File: config.mk
export PLATFORM = sky130hd
export DESIGN_NAME = adler32_stream
export DESIGN_NICKNAME = d
export VERILOG_FILES = /design/src/rtl/adler32_stream.sv
export SDC_FILE = /design/constraint.sdc
export NUM_CORES = 1
export LEC_CHECK = 0
export BUFFER_PORTS_ARGS = -buffer_cell sky130_fd_sc_hd__buf_2
export CAP_MARGIN = 20
export CORE_ASPECT_RATIO = 1.4
export CORE_MARGIN = 1
export CORE_UTILIZATION = 56
export DETAILED_ROUTE_END_ITERATION = 16
export PLACE_DENSITY = 0.83
export SLEW_MARGIN = 30
export SYNTH_ARGS = -nofsm -noshare
export SYNTH_HDL_FRONTEND = slang
export SYNTH_SLANG_ARGS = --single-unit
File: constraint.sdc
create_clock -name clock -period 18.2 [get_ports clock]
set_input_delay 1.82 -clock clock [delete_from_list [all_inputs] [get_ports clock]]
set_output_delay 1.82 -clock clock [all_outputs]
set_load 0.005 [all_outputs]
File: src/rtl/adler32_stream.sv
// Streaming Adler-32: accepts a job (size, optional seed), folds BYTES_PER_BEAT bytes
// per accepted beat into A/B, then holds {B,A} on a valid/ready result port.
module adler32_stream #(
  parameter int BYTES_PER_BEAT = 4,
  parameter int MODULUS        = 65521,
  parameter int CNT_W          = 32
) (
  input  logic                        clock,
  input  logic                        rst,
  input  logic [CNT_W-1:0]            size,
  input  logic [31:0]                 seed,
  input  logic                        seed_en,
  input  logic                        size_valid,
  output logic                        size_ready,
  input  logic [8*BYTES_PER_BEAT-1:0] data,
  input  logic                        data_valid,
  output logic                        data_ready,
  output logic [31:0]                 checksum,
  output logic                        checksum_valid,
  input  logic                        checksum_ready
);

  localparam logic [1:0] ST_IDLE = 2'd0;
  localparam logic [1:0] ST_RUN  = 2'd1;
  localparam logic [1:0] ST_DONE = 2'd2;

  localparam logic [16:0]      MOD17 = 17'(MODULUS);
  localparam logic [CNT_W-1:0] BPB_C = CNT_W'(BYTES_PER_BEAT);

  // Handshake semantics: a transfer happens on a rising clock edge where valid and
  // ready are both 1; valids may rise before ready, readies depend only on state.

  logic [1:0]       state_q, state_d;
  logic [15:0]      a_q, a_d;
  logic [15:0]      b_q, b_d;
  logic [CNT_W-1:0] rem_q, rem_d;
  logic [31:0]      sum_q, sum_d;
  logic [16:0]      a_lane, b_lane;

  // Held low while rst is asserted so nothing is accepted during reset.
  assign size_ready     = (state_q == ST_IDLE) && !rst;
  assign data_ready     = (state_q == ST_RUN);
  assign checksum_valid = (state_q == ST_DONE);
  assign checksum       = sum_q;

  // Lane chain: lanes at or beyond the remaining count are skipped.
  always_comb begin
    a_lane = {1'b0, a_q};
    b_lane = {1'b0, b_q};
    for (int i = 0; i < BYTES_PER_BEAT; i++) begin
      if (rem_q > CNT_W'(i)) begin
        a_lane = a_lane + {9'd0, data[8*i +: 8]};
        if (a_lane >= MOD17) a_lane = a_lane - MOD17;
        b_lane = b_lane + a_lane;
        if (b_lane >= MOD17) b_lane = b_lane - MOD17;
      end
    end
  end

  always_comb begin
    state_d = state_q;
    a_d     = a_q;
    b_d     = b_q;
    rem_d   = rem_q;
    sum_d   = sum_q;
    case (state_q)
      ST_IDLE: begin
        if (size_valid) begin
          a_d   = seed_en ? seed[15:0]  : 16'd1;
          b_d   = seed_en ? seed[31:16] : 16'd0;
          rem_d = size;
          if (size == '0) begin
            state_d = ST_DONE;
            sum_d   = {b_d, a_d};
          end else begin
            state_d = ST_RUN;
          end
        end
      end
      ST_RUN: begin
        if (data_valid) begin
          a_d = a_lane[15:0];
          b_d = b_lane[15:0];
          if (rem_q > BPB_C) begin
            rem_d = rem_q - BPB_C;
          end else begin
            rem_d   = '0;
            state_d = ST_DONE;
            sum_d   = {b_lane[15:0], a_lane[15:0]};
          end
        end
      end
      ST_DONE: begin
        if (checksum_ready) state_d = ST_IDLE;
      end
      default: state_d = ST_IDLE;
    endcase
  end

  always_ff @(posedge clock or posedge rst) begin
    if (rst) begin
      state_q <= ST_IDLE;
      a_q     <= 16'd1;
      b_q     <= 16'd0;
      rem_q   <= '0;
      sum_q   <= 32'h0000_0001;
    end else begin
      state_q <= state_d;
      a_q     <= a_d;
      b_q     <= b_d;
      rem_q   <= rem_d;
      sum_q   <= sum_d;
    end
  end

endmodule

# [Yosys cells after proc, flatten, opt, wreduce, memory -nomap -nowiden]
# Cells that the tools add are included.
[op_classes] n_addsub=17 magnitude_cmp=13 n_eq_ne=7 muxes=43 reduce_logical=8
[ops] operator="$mux W17" count=17
[ops] operator="$mux W32" count=7
[ops] operator="$mux W16" count=9
[ops] operator="$ge A17 B16 Y1 const B" count=8
[ops] operator="$pmux W32 S2" count=2
[ops] operator="$sub A17 B16 Y17 const B" count=7
[ops] operator="$gt A32 B1 Y1 const B" count=2
[ops] operator="$gt A32 B2 Y1 const B" count=2
[ops] operator="$pmux W16 S2" count=2
[ops] operator="$add A17 B17 Y17" count=3
[ops] operator="$add A17 B8 Y17" count=3
[ops] operator="$gt A32 B3 Y1 const B" count=1
[ops] operator="$logic_not A32 Y1" count=1
[ops] operator="$sub A32 B3 Y32 const B" count=1
[ops] operator="$add A16 B17 Y17" count=1
[ops] operator="$add A16 B8 Y17" count=1
[ops] operator="$sub A16 B16 Y16 const B" count=1
[ops] operator="$mux W2" count=5
[ops] operator="$ne A2 B2 Y1 const B" count=3
[ops] operator="$pmux W2 S3" count=1
[ops] operator="$reduce_and A5 Y1" count=1
[ops] operator="$ne A2 B1 Y1 const B" count=2
[ops] operator="$reduce_and A4 Y1" count=1
[ops] operator="$reduce_and A3 Y1" count=1
[ops] operator="6 further kinds" count=6
[totals] ff_bits=98 input_bits=102 output_inout_bits=35 word_cells=93

# [Logic depth before layout (Yosys ltp)]
# Gate-level depths: netlist of run 1.
[logic_depth] word_depth=26 ltp_mapped=99 depth_no_buf=96

# [Worst setup path before layout of run 1]
# Ideal clock, no wire load.
[synth_path] kind="input-to-reg" start="input data[0]" end="register sum_q[29] (netlist: checksum[29])" setup_ns=0.135 t_arrival_ns=20.254 t_required_ns=18.065 path_slack_ns=-2.189 cell_stages=97 path_cell_list="ha_1 fa_1 a211oi_2 o31ai_4 o21ai_1 o221ai_1 nor3_1 and2_1 o311ai_0 and2_1 clkbuf_1 mux2i_1 inv_1 ha_1 a21o_1 a21oi_1 o21bai_1 a21oi_1 (+61 left out) a21oi_1 o21bai_1 a21oi_1 o21bai_1 a21oi_1 o21bai_1 a21oi_1 o21bai_1 a21oi_1 xnor2_1 nand3_1 a211oi_1 a311oi_2 buf_2 nor4b_1 xor2_1 a222oi_1 o21ai_0"
[synth_via] elab_chain_cells=26 elab_cells_between_ends=46
[synth_lines] item="start: declaration" line="15" text="input logic [8*BYTES_PER_BEAT-1:0] data,"
[synth_lines] item="$add A16 B8 Y17 *" line="52" text="a_lane = a_lane + {9'd0, data[8*i +: 8]};"
[synth_lines] item="$sub A17 B16 Y17 / $ge A17 B16 Y1 (equally long branches)" line="53" text="if (a_lane >= MOD17) a_lane = a_lane - MOD17;"
[synth_lines] item="$mux W17 *" line="53"
[synth_lines] item="$mux W17 *" line="51" text="if (rem_q > CNT_W'(i)) begin"
[synth_lines] item="$mux W17" line="51"
[synth_lines] item="$add A17 B8 Y17" line="52"
[synth_lines] item="$sub A17 B16 Y17 / $ge A17 B16 Y1 (equally long branches)" line="53"
[synth_lines] item="$mux W17" line="53"
[synth_lines] item="(+10 left out)"
[synth_lines] item="$mux W17" line="51"
[synth_lines] item="$add A17 B17 Y17" line="54" text="b_lane = b_lane + a_lane;"
[synth_lines] item="$sub A16 B16 Y16 / $ge A17 B16 Y1 (equally long branches)" line="55" text="if (b_lane >= MOD17) b_lane = b_lane - MOD17;"
[synth_lines] item="$mux W16" line="55"
[synth_lines] item="$mux W16 *" line="51"
[synth_lines] item="$mux W32 *" line="84" text="if (rem_q > BPB_C) begin"
[synth_lines] item="$mux W32 *" line="81" text="if (data_valid) begin"
[synth_lines] item="$pmux W32 S2 *" line="66" text="case (state_q)"
[synth_lines] item="end signal: assignment" line="112" text="sum_q <= sum_d;"
[synth_lines] item="end: declaration" line="37" text="logic [31:0] sum_q, sum_d;"
# Every way passes the cells marked *; elsewhere a longest branch is shown, timed or not. The select of a mux whose other input is x is not followed.
# A chain may end at the register's enable or synchronous reset.

# [Worst setup path in the final report of run 1]
[layout_path] start="input data[0]" end="register b_q[3]"
[layout_via] elab_chain_cells=25 elab_cells_between_ends=45
[layout_lines] item="$add A16 B8 Y17 *" line="52"
[layout_lines] item="$sub A17 B16 Y17 / $ge A17 B16 Y1 (equally long branches)" line="53"
[layout_lines] item="$mux W17 *" line="53"
[layout_lines] item="$mux W17 *" line="51"
[layout_lines] item="$mux W17" line="51"
[layout_lines] item="$add A17 B8 Y17" line="52"
[layout_lines] item="$sub A17 B16 Y17 / $ge A17 B16 Y1 (equally long branches)" line="53"
[layout_lines] item="$mux W17" line="53"
[layout_lines] item="(+9 left out)"
[layout_lines] item="$mux W17" line="53"
[layout_lines] item="$mux W17" line="51"
[layout_lines] item="$add A17 B17 Y17" line="54"
[layout_lines] item="$sub A16 B16 Y16 / $ge A17 B16 Y1 (equally long branches)" line="55"
[layout_lines] item="$mux W16" line="55"
[layout_lines] item="$mux W16 *" line="51"
[layout_lines] item="$mux W16 *" line="81"
[layout_lines] item="$pmux W16 S2 *" line="66"
[layout_lines] item="end signal: assignment" line="104" text="b_q <= 16'd0;"
[layout_lines] item="end signal: assignment" line="110" text="b_q <= b_d;"
[layout_lines] item="end: declaration" line="35" text="logic [15:0] b_q, b_d;"
# Marked as above.

==> reports/summary.txt, run 1 <==
status = complete, but fails checks
violated checks = setup timing
worst-margin pin slew = 0.905 ns
total CTS buffers = 9
Die ar. = 27,300 µm²
met3 track demand over resource = 6.87%
Min-Delay Path Class = reg -> reg
Slowest Stage Delay on Critical Path = 0.47 ns
crit path DAT = 19.16 ns
maxcap violations = 0
clock latency at the later pin of the worst-skew pair = 0.35 ns
busiest grt layer = met2
Placed Cells = 2,871
chip width = 140 µm
First-pass DRT Iterations = 6
Seq/Total Area, Yosys = 16.5%
Slew HR = 39.2%
clock sink count = 98
io pins = 137
WL/cell = 21.4 µm
asr flop ratio synth = 100%
number of synthesized register bits = 98
CP max FO = 6
max frequency = 52.8 MHz
Synth Flop Type = dfrtp_1
# diodes = 0
skew final = 0.0110 ns
WP data required = 18.42 ns
DIE HEIGHT = 195 µm
Routed Antenna Nets = 0
Synth Instances = 2,078
most common cell after layout, fill and taps aside = buf_4
initial DRC count = 2,131
Core Rows = 70
average cell area after synthesis = 7.17 µm²
final worst path period share = 104%
detailed placement HPWL = 46,000 µm
antenna violations before repair = 0
met1 global-route usage = 47.5%
Setup violations, final = 32
final hold violations = 0
Placer Congestion = 1.05
Ys Warns = 0
CTS H-tree lvls = 3
clock root cell = clkbuf_16
Placed Area = 19,100 µm²
# port buffers = 136
register area = 2450 µm²
DRC Markers = 0
final net count = 2,859
Crit. End Element = flop
via count = 19,310
hold buffer count at CTS = 0
Post-Syn Area = 14,900 µm²
fin area = 20,800 µm²
Distinct cells, synth = 97
met2 usage = 71.9%
total grt overflow = 0
largest net degree at the start of global routing = 81
final wirelength = 63,400 µm
EDFF count, synth = 0
Vias per Instance = 6.51
multi-input logic area = 12,700 µm²
Syn Nets = 2,302
fillers = 1,764
Reg clk slew, reported paths = 0.08 ns
CORE AREA = 26,100 µm²
Final Critical Period = 18.94 ns
most frequent CP cell = buf_4
Layout area overhead = 39.6%
vias in the first global route = 18,221
critical path's slowest cell = nor4_1
startpoint types = input pin
RSZ-0062 raised after global routing = yes
crit path kind = in -> reg
first-pass GRT wire length = 92,500 µm
Setup WS post-layout = -0.741 ns
CTS Buffer Depth = 2
TritonCTS clock tree = done
Starting Density = 57.1%
final cell count without fillers = 2,964
commonest non-fill, non-tap cells in the layout = buf_4 (483), nand2_1 (231), nor2_1 (192)
Setup TNS Final = -18.44 ns
ratio of cells with drive above 1 in the final layout = 33.3%
GRT Total Usage = 42.9%
final slew viol count = 0
## logic make-up (layout without fill, tap and decap cells)
group	after synthesis	in the layout	synth area share, %
simple gates	779	779	25.8
compound gates	649	649	27.8
xor+xnor	200	200	11.9
buf+inv	199	761	5.20
fa+ha+maj	123	123	10.7
flops	98	98	16.5
mux	30	30	2.11
## cells in the mapped netlist (all sizes together), types with 14 or more instances
master	instances	area, µm²
nand3	56	280
nor3	69	350
a211oi	23	193
o21a	15	113
o211ai	14	110
dfrtp	96	2400
buf	19	97.6
or3	17	126
nor4	35	300
a21o	30	225
nand4	21	131
o21bai	37	278
or2	22	138
a31oi	22	153
nand2b	15	93.8
clkbuf	68	256
and3	27	169
xnor2	145	1280
nor2	204	768
ha	114	1430
nor2b	15	93.8
a22oi	18	135
mux2i	19	190
xor2	55	489
o21ai	190	951
inv	111	417
a21oi	187	943
nand2	238	896
and2	24	150
## layout make-up
class                           instances  area share, %
Multi-Input combinational cell       1781           61.1
Timing Repair Buffer                  633           21.6
Sequential cell                        98           11.8
Inverter                              112           2.05
Tap cell                              324           1.95
Clock buffer                            9           1.08
Clock inverter                          7          0.451
## critical path, delay by kind of cell
| family | cells | cell delay (ns) |
|---|---|---|
| AO/OA/AOI/OAI | 37 | 6.84 |
| buffers and inverters | 34 | 4.30 |
| AND/OR/NAND/NOR | 21 | 3.14 |
| adder cells (fa/ha/maj) | 7 | 1.70 |
| XOR/XNOR | 5 | 0.83 |
| multiplexers | 3 | 0.47 |
## path summary, 6_finish.rpt
check | start | end | slack (ns) | depth (start not counted)
worst min-delay path | checksum[26] | checksum[26] | 0.49 | 2
max in group asynchronous | rst | a_q[0] | 15.75 | 4
min in group asynchronous | rst | checksum[31] | 1.47 | 2
worst min register to register | checksum[26] | checksum[26] | 0.49 | 2
worst max-delay path | data[0] | b_q[3] | -0.74 | 107
worst max register to register | a_q[1] | b_q[3] | 0.34 | 105
## layer usage
| metal | routed length (µm) | vias up |
|---|---|---|
| met5 | 0 | - |
| met4 | 6520 | 0 |
| met3 | 6320 | 454 |
| met2 | 28900 | 1372 |
| met1 | 21700 | 8889 |
| li1 | - | 8595 |
## registers in the layout, indices dropped and copies added (netlist names)
signal    flops
rem_q        32
b_q          16
a_q          16
checksum     32
state_q       2
## repair_timing
| action | in CTS | in global routing |
|---|---|---|
| setup buffers | 53 | 25 |
| pin swaps | 34 | 75 |
| setup endpoints to repair | 32 | 32 |
| resized for setup | 54 | 117 |
## per-stage QoR
stage,worst slack (ns),hold slack [ns],util (%)
after detailed placement,-1.21,0.469,73.1
after floorplan,0.0000799,0.450,-
after global routing,-1.59,0.501,79.7
final,-0.741,0.493,79.7
after CTS,0.00575,0.488,76.7
after global placement,-0.648,0.460,73.1
Power of run 1 is left out: the tool's default activity adds up to more than one toggle a clock period on the data nets, which glitch-free logic cannot reach.
==> run 2: changes to the inputs <==
--- a/config.mk
+++ b/config.mk
@@ -7,11 +7,11 @@
 export LEC_CHECK = 0
 export BUFFER_PORTS_ARGS = -buffer_cell sky130_fd_sc_hd__buf_2
 export CAP_MARGIN = 20
-export CORE_ASPECT_RATIO = 1.4
 export CORE_MARGIN = 1
-export CORE_UTILIZATION = 56
+export CORE_UTILIZATION = 57
+export CTS_BUF_LIST = sky130_fd_sc_hd__clkbuf_8
 export DETAILED_ROUTE_END_ITERATION = 16
-export PLACE_DENSITY = 0.83
+export PLACE_DENSITY = 0.84
 export SLEW_MARGIN = 30
 export SYNTH_ARGS = -nofsm -noshare
 export SYNTH_HDL_FRONTEND = slang
==> reports/summary.txt, run 2 (synthesis results as in run 1) <==
status = complete, but fails checks
violated checks = setup timing
DRC Markers = 0
DIE HEIGHT = 164 µm
WL/cell = 20.7 µm
Reg clk slew, reported paths = 0.10 ns
Slowest Stage Delay on Critical Path = 0.46 ns
Setup WS post-layout = -0.626 ns
total CTS buffers = 9
final slew viol count = 0
detailed placement HPWL = 46,700 µm
path depth of the worst reg2reg path = 98
total grt overflow = 0
RR Endpoint = b_q[15]
initial DRC count = 2,586
Starting Density = 58.7%
largest net degree at the start of global routing = 95
most frequent CP cell = a21oi_2
Hold Path End = checksum[29]
maxcap violations = 0
Hold Path Stages = 2
final worst path period share = 103%
reg-to-reg startpoint = a_q[1]
Crit. End Element = flop
clock root cell = clkbuf_8
First-pass DRT Iterations = 5
TritonCTS clock tree = done
via count = 18,594
# port buffers = 136
antenna violations before repair = 0
most common cell after layout, fill and taps aside = buf_4
max frequency = 53.1 MHz
commonest non-fill, non-tap cells in the layout = buf_4 (441), nand2_1 (234), nor2_1 (187)
vias in the first global route = 16,996
fillers = 1,769
Final Critical Period = 18.83 ns
register area = 2450 µm²
clock latency at the later pin of the worst-skew pair = 0.38 ns
first-pass GRT wire length = 89,200 µm
Placer Congestion = 1.00
Vias per Instance = 6.36
clock sink count = 98
CP max FO = 6
CTS H-tree lvls = 3
RSZ-0062 raised after global routing = yes
startpoint types = input pin
Slew HR = 23.0%
ratio of cells with drive above 1 in the final layout = 32.2%
multi-input logic area = 12,700 µm²
crit path DAT = 19.07 ns
CORE AREA = 25,400 µm²
Hold Crit Start = checksum[29]
critical path's slowest cell = a2111oi_4
final net count = 2,814
Core Rows = 58
final hold violations = 0
crit path kind = in -> reg
FF-to-FF setup slack = 0.38 ns
Setup violations, final = 32
Routed Antenna Nets = 0
io pins = 137
skew final = 0.0136 ns
Layout area overhead = 36.8%
# diodes = 0
chip width = 164 µm
final wirelength = 60,400 µm
Min-Delay Path Class = reg -> reg
WP data required = 18.44 ns
CTS Buffer Depth = 2
Die ar. = 26,800 µm²
worst-margin pin slew = 1.15 ns
Setup TNS Final = -10.94 ns
GRT Total Usage = 42.8%
run 2: layout make-up:
cell class	count	area share, %
repair buffers	588	20.2
inverters	112	2.07
clock buffers	10	0.675
multi-input cells	1781	62.5
clock inverters	6	0.442
well taps	330	2.03
flip-flops and latches	98	12.0
run 2: repair_timing:
item / CTS / global route
endpoints found under the setup margin: 32 / 32
setup buffers: 13 / 37
gates resized for setup: 40 / 132
pin swaps: 29 / 111
hold buffers: 0 / 0
run 2: stage by stage:
step                hold WS [ns]  utilization, %  std cells  area (µm²)  setup slack, ns
floorplan                  0.450               -       2078       15200        0.0000799
global placement           0.461            74.7       2862       19000           -0.772
detailed placement         0.469            74.7       2862       19000            -1.40
CTS                        0.488            76.7       2891       19500          0.00767
global route               0.513            80.2       2925       20400            -1.25
finish                     0.487            80.2       2925       20400           -0.626
run 2: how the worst max path moves through the flow:
stage	startpoint	end	slack, ns	cells after the start
global placement	data[0]	b_q[4]	-0.77	91
global route	data[1]	b_q[15]	-1.25	99
floorplan	data[0]	b_q[7]	0.00008	97
detailed placement	data[0]	b_q[4]	-1.40	94
finish	data[1]	b_q[15]	-0.63	99
CTS	data[0]	checksum[25]	0.008	98
run 2: metal layers:
| metal | vias up | wire length, µm | GRT usage, % |
|---|---|---|---|
| met5 | - | 0 | 0 |
| met4 | 0 | 3340 | 17.8 |
| met3 | 254 | 6360 | 6.96 |
| met2 | 1182 | 26500 | 67.6 |
| met1 | 8665 | 24200 | 57.6 |
| li1 | 8493 | - | - |
run 2: critical path, delay by kind of cell:
| kind | cells | cell delay [ns] |
|---|---|---|
| AO/OA/AOI/OAI | 51 | 8.61 |
| AND/OR/NAND/NOR | 23 | 4.01 |
| adder cells (fa/ha/maj) | 8 | 2.13 |
| buffers and inverters | 9 | 1.16 |
| XOR/XNOR | 7 | 1.00 |
| multiplexers | 1 | 0.30 |
Power of run 2 is left out for the same reason.
